**src/rtl/inst_mem_loadable_pkg.sv**
```systemverilog
// Shared definitions for the loadable instruction memory: load sequencer
// states and the default fill/idle encodings also used by the assembler
// and the core's halt decode.
package inst_mem_loadable_pkg;

    // Load sequencer states.
    typedef enum logic [1:0] {
        IDLE  = 2'd0,
        LOAD  = 2'd1,
        FILL  = 2'd2,
        READY = 2'd3
    } state_t;

    // Default instruction width, and the padding and idle encodings at that width.
    localparam int                   DEF_IW        = 9;
    localparam logic [DEF_IW-1:0]    DEF_FILL_WORD = '1;  // halt encoding
    localparam logic [DEF_IW-1:0]    DEF_IDLE_WORD = '0;

endpackage : inst_mem_loadable_pkg

```
**src/rtl/inst_mem_array.sv**
```systemverilog
// DEPTH x IW storage array: one synchronous write port and one
// asynchronous (combinational) read port for single-cycle fetch.
module inst_mem_array #(
    parameter int IW = 9,
    parameter int AW = 8
) (
    input  logic          clk,
    input  logic          we,
    input  logic [AW-1:0] waddr,
    input  logic [IW-1:0] wdata,
    input  logic [AW-1:0] raddr,
    output logic [IW-1:0] rdata
);

    localparam int DEPTH = 2 ** AW;

    logic [IW-1:0] mem [DEPTH];

    // Write port: store one word per enabled clock edge.
    // NOTE: the array has no reset; clearing every entry would need a write
    // per location, and the sequencer already overwrites all of them.
    always_ff @(posedge clk) begin
        if (we) begin
            mem[waddr] <= wdata;
        end
    end

    assign rdata = mem[raddr];

endmodule : inst_mem_array

```
**src/rtl/inst_mem_loadable.sv**
```systemverilog
// Loadable instruction memory: a valid/ready load port streams the program
// in, a sequencer pads the rest with FILL_WORD, and ProgReady gates the
// combinational fetch path.
module inst_mem_loadable
    import inst_mem_loadable_pkg::*;
#(
    parameter int          IW        = DEF_IW,
    parameter int          AW        = 8,
    parameter logic [IW-1:0] FILL_WORD = DEF_FILL_WORD,
    parameter logic [IW-1:0] IDLE_WORD = DEF_IDLE_WORD
) (
    input  logic          Clk,
    input  logic          Reset,
    input  logic          LoadStart,
    input  logic          LoadValid,
    input  logic          LoadLast,
    input  logic [IW-1:0] LoadData,
    output logic          LoadReady,
    input  logic [AW-1:0] InstAddress,
    output logic [IW-1:0] InstOut,
    output logic          ProgReady,
    output logic [AW:0]   WordCount,
    output logic          Overflow
);

    localparam int            DEPTH    = 2 ** AW;
    localparam logic [AW-1:0] LAST_PTR = AW'(DEPTH - 1);

    state_t        state_q, state_d;
    logic [AW-1:0] ptr_q, ptr_d;
    logic [AW:0]   count_q, count_d;
    logic          overflow_q, overflow_d;
    logic          mem_we;
    logic [IW-1:0] mem_wdata;
    logic [IW-1:0] mem_rdata;

    // Sequencer registers with synchronous reset; the array is left untouched.
    // NOTE: sequential state uses non-blocking assignments so every register
    // samples the pre-edge values, independent of statement order.
    always_ff @(posedge Clk) begin
        if (Reset) begin
            state_q    <= IDLE;
            ptr_q      <= '0;
            count_q    <= '0;
            overflow_q <= 1'b0;
        end else begin
            state_q    <= state_d;
            ptr_q      <= ptr_d;
            count_q    <= count_d;
            overflow_q <= overflow_d;
        end
    end

    // Next-state, pointer, counter and array write control.
    // NOTE: every signal gets a default before the case so no path leaves
    // one unassigned and infers a latch.
    always_comb begin
        state_d    = state_q;
        ptr_d      = ptr_q;
        count_d    = count_q;
        overflow_d = overflow_q;
        mem_we     = 1'b0;
        mem_wdata  = LoadData;

        if (LoadStart) begin
            // A start pulse (re)begins a load from any state; a word offered
            // in the same cycle is dropped.
            state_d    = LOAD;
            ptr_d      = '0;
            count_d    = '0;
            overflow_d = 1'b0;
        end else begin
            unique case (state_q)
                IDLE: ;
                LOAD: begin
                    if (LoadValid) begin
                        mem_we  = 1'b1;
                        count_d = count_q + 1'b1;
                        ptr_d   = ptr_q + 1'b1;  // wraps to 0 at the top entry
                        if (ptr_q == LAST_PTR) begin
                            state_d = READY;
                        end else if (LoadLast) begin
                            state_d = FILL;
                        end
                    end
                end
                FILL: begin
                    mem_we    = 1'b1;
                    mem_wdata = FILL_WORD;
                    ptr_d     = ptr_q + 1'b1;
                    if (ptr_q == LAST_PTR) begin
                        state_d = READY;
                    end
                end
                READY: begin
                    // Memory is full: late words are flagged, never stored.
                    if (LoadValid) begin
                        overflow_d = 1'b1;
                    end
                end
                default: state_d = IDLE;
            endcase
        end
    end

    inst_mem_array #(
        .IW (IW),
        .AW (AW)
    ) u_array (
        .clk   (Clk),
        .we    (mem_we),
        .waddr (ptr_q),
        .wdata (mem_wdata),
        .raddr (InstAddress),
        .rdata (mem_rdata)
    );

    assign LoadReady = (state_q == LOAD);
    assign ProgReady = (state_q == READY);
    assign WordCount = count_q;
    assign Overflow  = overflow_q;
    assign InstOut   = ProgReady ? mem_rdata : IDLE_WORD;

endmodule : inst_mem_loadable
```
**config.mk**
```make
export PLATFORM = sky130hd
export DESIGN_NAME = inst_mem_loadable
export DESIGN_NICKNAME = d
export VERILOG_FILES = /design/src/rtl/inst_mem_loadable_pkg.sv /design/src/rtl/inst_mem_array.sv /design/src/rtl/inst_mem_loadable.sv
export SDC_FILE = /design/constraint.sdc
export NUM_CORES = 2
export LEC_CHECK = 0
export CAP_MARGIN = 0
export CORE_ASPECT_RATIO = 0.5
export CORE_MARGIN = 1
export CORE_UTILIZATION = 58
export CTS_CLUSTER_SIZE = 12
export DETAILED_ROUTE_END_ITERATION = 8
export PLACE_DENSITY = 0.79
export REMOVE_ABC_BUFFERS = 1
export SLEW_MARGIN = 20
export SYNTH_ARGS = -nofsm -noshare
export SYNTH_HDL_FRONTEND = slang
export SYNTH_HIERARCHICAL = 1
export SYNTH_SLANG_ARGS = --single-unit
```
**constraint.sdc**
```tcl
create_clock -name Clk -period 16.2 [get_ports Clk]
set_input_delay 3.24 -clock Clk [delete_from_list [all_inputs] [get_ports Clk]]
set_output_delay 3.24 -clock Clk [all_outputs]
set_load 0.01 [all_outputs]
```
; ---- Word level (Yosys, flattened, before mapping)
; Memory sizes are Yosys's and may differ from the RTL's.
; Index checks and enable logic that the tools add are counted.
[op_classes]
reduce_logical = 8
order_cmp = 0
add_sub_neg = 2
bitwise = 0
shift = 0
n_eq_ne = 10
mux = 16
n_div = 0
mul = 0
[op_table]
columns = operator, n
row1 = $mux 9, 3
row2 = $pmux 8 s2, 1
row3 = $add 9x1->9 const B, 1
row4 = $add 8x1->8 const B, 1
row5 = $eq 8x8->1 const B, 1
row6 = $mux 2, 4
row7 = $mux 8, 1
row8 = $reduce_and 4->1, 2
row9 = $ne 3x3->1 const B, 2
row10 = $reduce_and 2->1, 3
row11 = $mux 1, 5
row12 = $eq 2x2->1 const B, 2
row13 = $ne 2x2->1 const B, 2
row14 = $ne 4x3->1 const B, 1
row15 = $pmux 2 s2, 1
row16 = $ne 3x2->1 const B, 1
row17 = $reduce_bool 3->1, 1
row18 = $eq 2x1->1 const B, 1
row19 = $pmux 1 s2, 1
row20 = $reduce_bool 2->1, 1
row21 = $reduce_or 2->1, 1
[totals]
latch_bits = 0
ff_bits = 20
wordCells = 42
ram_bits = 2304
inputBits = 22
rom_bits = 0
out_inout_bits = 21
mem_count = 1
[memory_table]
columns = name, words, width, read_ports, rd_ports_with_merged_regs, wr, line_no
row1 = u_array.mem, 256, 9, 1, 0, 1, inst_mem_array.sv:17  ; logic [IW-1:0] mem [DEPTH];

; ---- Longest topological paths before layout
[logic_depth]
ltp_word = 5
ltp_mapped = 12
depth_no_buf = 7

; ---- By module
; The synthesis kept the hierarchy.
[by_module_without_submodules]
columns = module, area_per_inst_um2, cells_each, instances, seq_area_each_um2
row1 = inst_mem_array, 89098.0, 4228, 1, 69186.4
row2 = inst_mem_loadable, 1101.1, 133, 1, 400.4

; ---- Worst setup path after synthesis
; No wires, ideal clock.
[synth_path]
kind = input to output
start = input port InstAddress[0]
end = output port InstOut[7]
t_required_ns = 12.960
path_stages = 10
path_slack_ns = 7.837
n_path_buf = 4
arrival_time_ns = 5.123
path_cell_list = buf_6 buf_12 buf_6 buf_6 mux4_2 a22oi_1 a21oi_1 nor4_1 nor3_1 and2_1
[synth_via]
elab_chain_cells = 2
[synth_lines]
columns = element, line_no
row1 = start: declaration, inst_mem_loadable.sv:19  ; input logic [AW-1:0] InstAddress,
row2 = $mem_v2 256x9, n/a
row3 = via mem_rdata[7], inst_mem_loadable.sv:35  ; logic [IW-1:0] mem_rdata;
row4 = $mux 9, inst_mem_loadable.sv:122  ; assign InstOut = ProgReady ? mem_rdata : IDLE_WORD;
row5 = end: declaration, inst_mem_loadable.sv:20  ; output logic [IW-1:0] InstOut,
; The timed path passes the listed nets, and every way through them passes these cells.

; ---- Worst setup path after layout
; Same ends and word-level chain as after synthesis.

==> results.toml <==
[logic_synthesis]
yosysSeqAreaShare = 0.771
synth_top_area_cell = "edfxtp_1"
synth_area_um2 = 90200
async_flop_share = 0
yosysWarnings = 6
yosysTopAreaCellShare = 0.767
ys_seq_elements = 2324
synth_ff_type = "edfxtp_1"
synth_area_per_cell_um2 = 20.7
synth_cells = 4361
synth_cell_types = 64
synth.area.top_cells = "edfxtp_1 77%, mux4_2 12%, mux2i_1 2.0%"
synth_edf_count = 2304

[clock_tree]
clk_path_buf_depth = 3
numCtsBuffers = 212
htree_num_levels = 4
cts_tree = "built"
clock_latency_ns = 0.83
clkTransAtPathRegs_ns = 0.06
postCtsHoldBufs = 0
cts_resized = 0
clock_sinks = 2324
cts-root-buf = "clkbuf_16"
cts_setup_buffers = 0

[critical_path]
crit_slowest_cell = "o32ai_1"
cp.required_ns = 12.96
worstReg2RegStart = "state_q[0]"
cp-start-kind = "primary input"
crit_fanout = 83
crit_type = "in2out"
max_stage_delay_ns = 0.78
crit_arrival_ns = 8.45
startpoint = "InstAddress[0]"
worstPathCellList = "buf_8, buf_12, buf_4, mux2i_1, o221ai_1, a21oi_1, o32ai_1, o22ai_1, nor3_1, and2_1, clkdlybuf4s50_1"
crit_path_end_kind = "output pin"

[final_layout]
final_cell_mix = "2304 x edfxtp_1, 467 x mux4_2, 297 x nor2_1, 214 x clkbuf_16, 178 x mux2i_1"
drive_above_1_share = 0.192
area_growth_syn_to_layout_pct = 8.80
final_common_cell = "edfxtp_1"
instances_no_fill = 6535
finalNetCount = 4465

[floorplanning]
core-area_um2 = 153000
start_util = 0.589
io-pin-count = 43
fp.dieW_um = 560
die_y_um = 281
dieArea_um2 = 157000
rows = 101

[grt]
grtUsageMet1 = 0.383
grt_use_met2 = 0.443
grt_pass1_wl_mm = 317
antenna_found_initial = 7
grt-busiest-layer = "met2"
grt_usage = 0.281
grt_start_max_net_pins = 124
use_met3 = 0.0712
grt_pass1_vias = 45800
grt-ovfl-total = 0

[drt]
via_per_inst = 7.08
drt_iter0_markers = 7012
dr.pass1.iters = 7
wirelength_mm = 220
vias = 46300
ant_nets = 0
wl_per_cell_um = 33.7
drcViolationCount = 0

[sta]
timing.final.crit_share = 0.722
slew-limit-headroom = 0.171
clock_skew_ns = 0.0284
rsz0062_at_grt = "no"
final.min_clock_period_ns = 11.69
worstMarginPinSlew_ns = 1.24
drv_slew = 0
hold_violations = 0
tns_ns = 0
max_freq_ghz = 0.0855
setup_viol = 0

[min_path]
min_from = "Overflow"
hold_path.class = "reg2reg"

[power_and_ir_drop]
ir_drop_uv = 100
internal_power_mw = 9.13
seqPwrFrac = 0.574
p_sw_mw = 2.39
p_leak_nw = 29.9
power_density_nw_per_um2 = 117
p_clk_frac = 0.379
power_frac_comb = 0.047
netSwitchingFraction = 0.208

[placed_design]
dp_hpwl_mm = 129
gp_congestion = 0.922
place_inst = 6284
portBuffers = 42

[flow_run]
drv_cap = 0

[outcome]
outcome = "completed"
[cell type report]
type,count,area [um2]
Clock inverter,13,145
Multi-Input combinational cell,1766,19200
Sequential cell,2324,69600
Clock buffer,234,5440
Inverter,8,30.0
Antenna cell,4,10.0
Fill cell,9424,54900
Timing Repair Buffer,126,1110
Tap cell,2060,2580
[worst max-delay path, delay by kind of cell]
kind            cells  cell delay [ns]
buf+inv             4             2.07
compound gates      4             1.70
mux                 1             0.15
simple gates        2             0.96
[synth_stat cells (9+ instances only)]
| cell | count |
|---|---|
| o22ai_1 | 65 |
| and2_1 | 12 |
| edfxtp_1 | 2304 |
| mux4_1 | 9 |
| buf_6 | 27 |
| a221oi_1 | 11 |
| nand4_1 | 13 |
| buf_1 | 14 |
| buf_2 | 54 |
| dfxtp_1 | 20 |
| nand2b_1 | 19 |
| mux4_2 | 467 |
| clkbuf_1 | 122 |
| o21ai_0 | 36 |
| a22oi_1 | 174 |
| nand2_1 | 48 |
| mux2_2 | 22 |
| a21oi_1 | 115 |
| a211oi_1 | 26 |
| nor2_1 | 310 |
| nor4_1 | 27 |
| buf_4 | 29 |
| buf_8 | 12 |
| nor2b_1 | 28 |
| nand3_1 | 40 |
| mux2i_1 | 178 |
| o221ai_1 | 35 |
| nor3_1 | 22 |
| a31oi_1 | 11 |
[power groups by stage]
stage                     sequential [mW]  clock (mW)  combinational, mW
after global routing                 6.61        4.61              0.559
after detailed placement             6.74           0              0.530
after global placement               6.74           0              0.513
final                                6.61        4.37              0.542
after floorplan                      6.77           0              0.260
after CTS                            6.61        4.40              0.534
[layer usage]
metal  part of all wire  up-vias
met3               0.13      555
li1                   -    18200
met1               0.36    23900
met2               0.47     3575
met4              0.041        0
met5                  0        -
[sequential cells by signal (all words and copies together), names as in the netlist]
register and count:
Overflow 1, ptr_q 8, state_q 2, u_array/mem 2304, WordCount 9
[stage by stage]
| step | util | hold slack, ns | area (um2) | power, mW | setup WS, ns |
|---|---|---|---|---|---|
| after detailed placement | 0.604 | 0.474 | 92500 | 7.27 | 4.75 |
| after floorplan | - | 0.485 | 88600 | 7.03 | 7.02 |
| after global placement | 0.604 | 0.458 | 92500 | 7.25 | 4.48 |
| after CTS | 0.641 | 0.491 | 98100 | 11.5 | 4.75 |
| after global routing | 0.641 | 0.526 | 98100 | 11.8 | 4.55 |
| final | 0.641 | 0.481 | 98100 | 11.5 | 4.51 |
[path summary, 6_finish.rpt]
check,endpoint,slack (ns),cells past startpoint
max,InstOut[7],4.51,11
min,Overflow,0.48,2
max reg2reg,u_array/mem[77][8],11.76,6
min reg2reg,Overflow,0.48,2
[cells by family after synthesis]
group                    share of synthesized area
AND/OR/NAND/NOR                             0.0287
buffers and inverters                       0.0179
AO/OA/AOI/OAI                               0.0391
multiplexers                                 0.142
XOR/XNOR                                  0.000291
adder cells (fa/ha/maj)                   0.000694
flip-flops                                   0.771
Note: power is estimated with default switching activity, not from simulation.
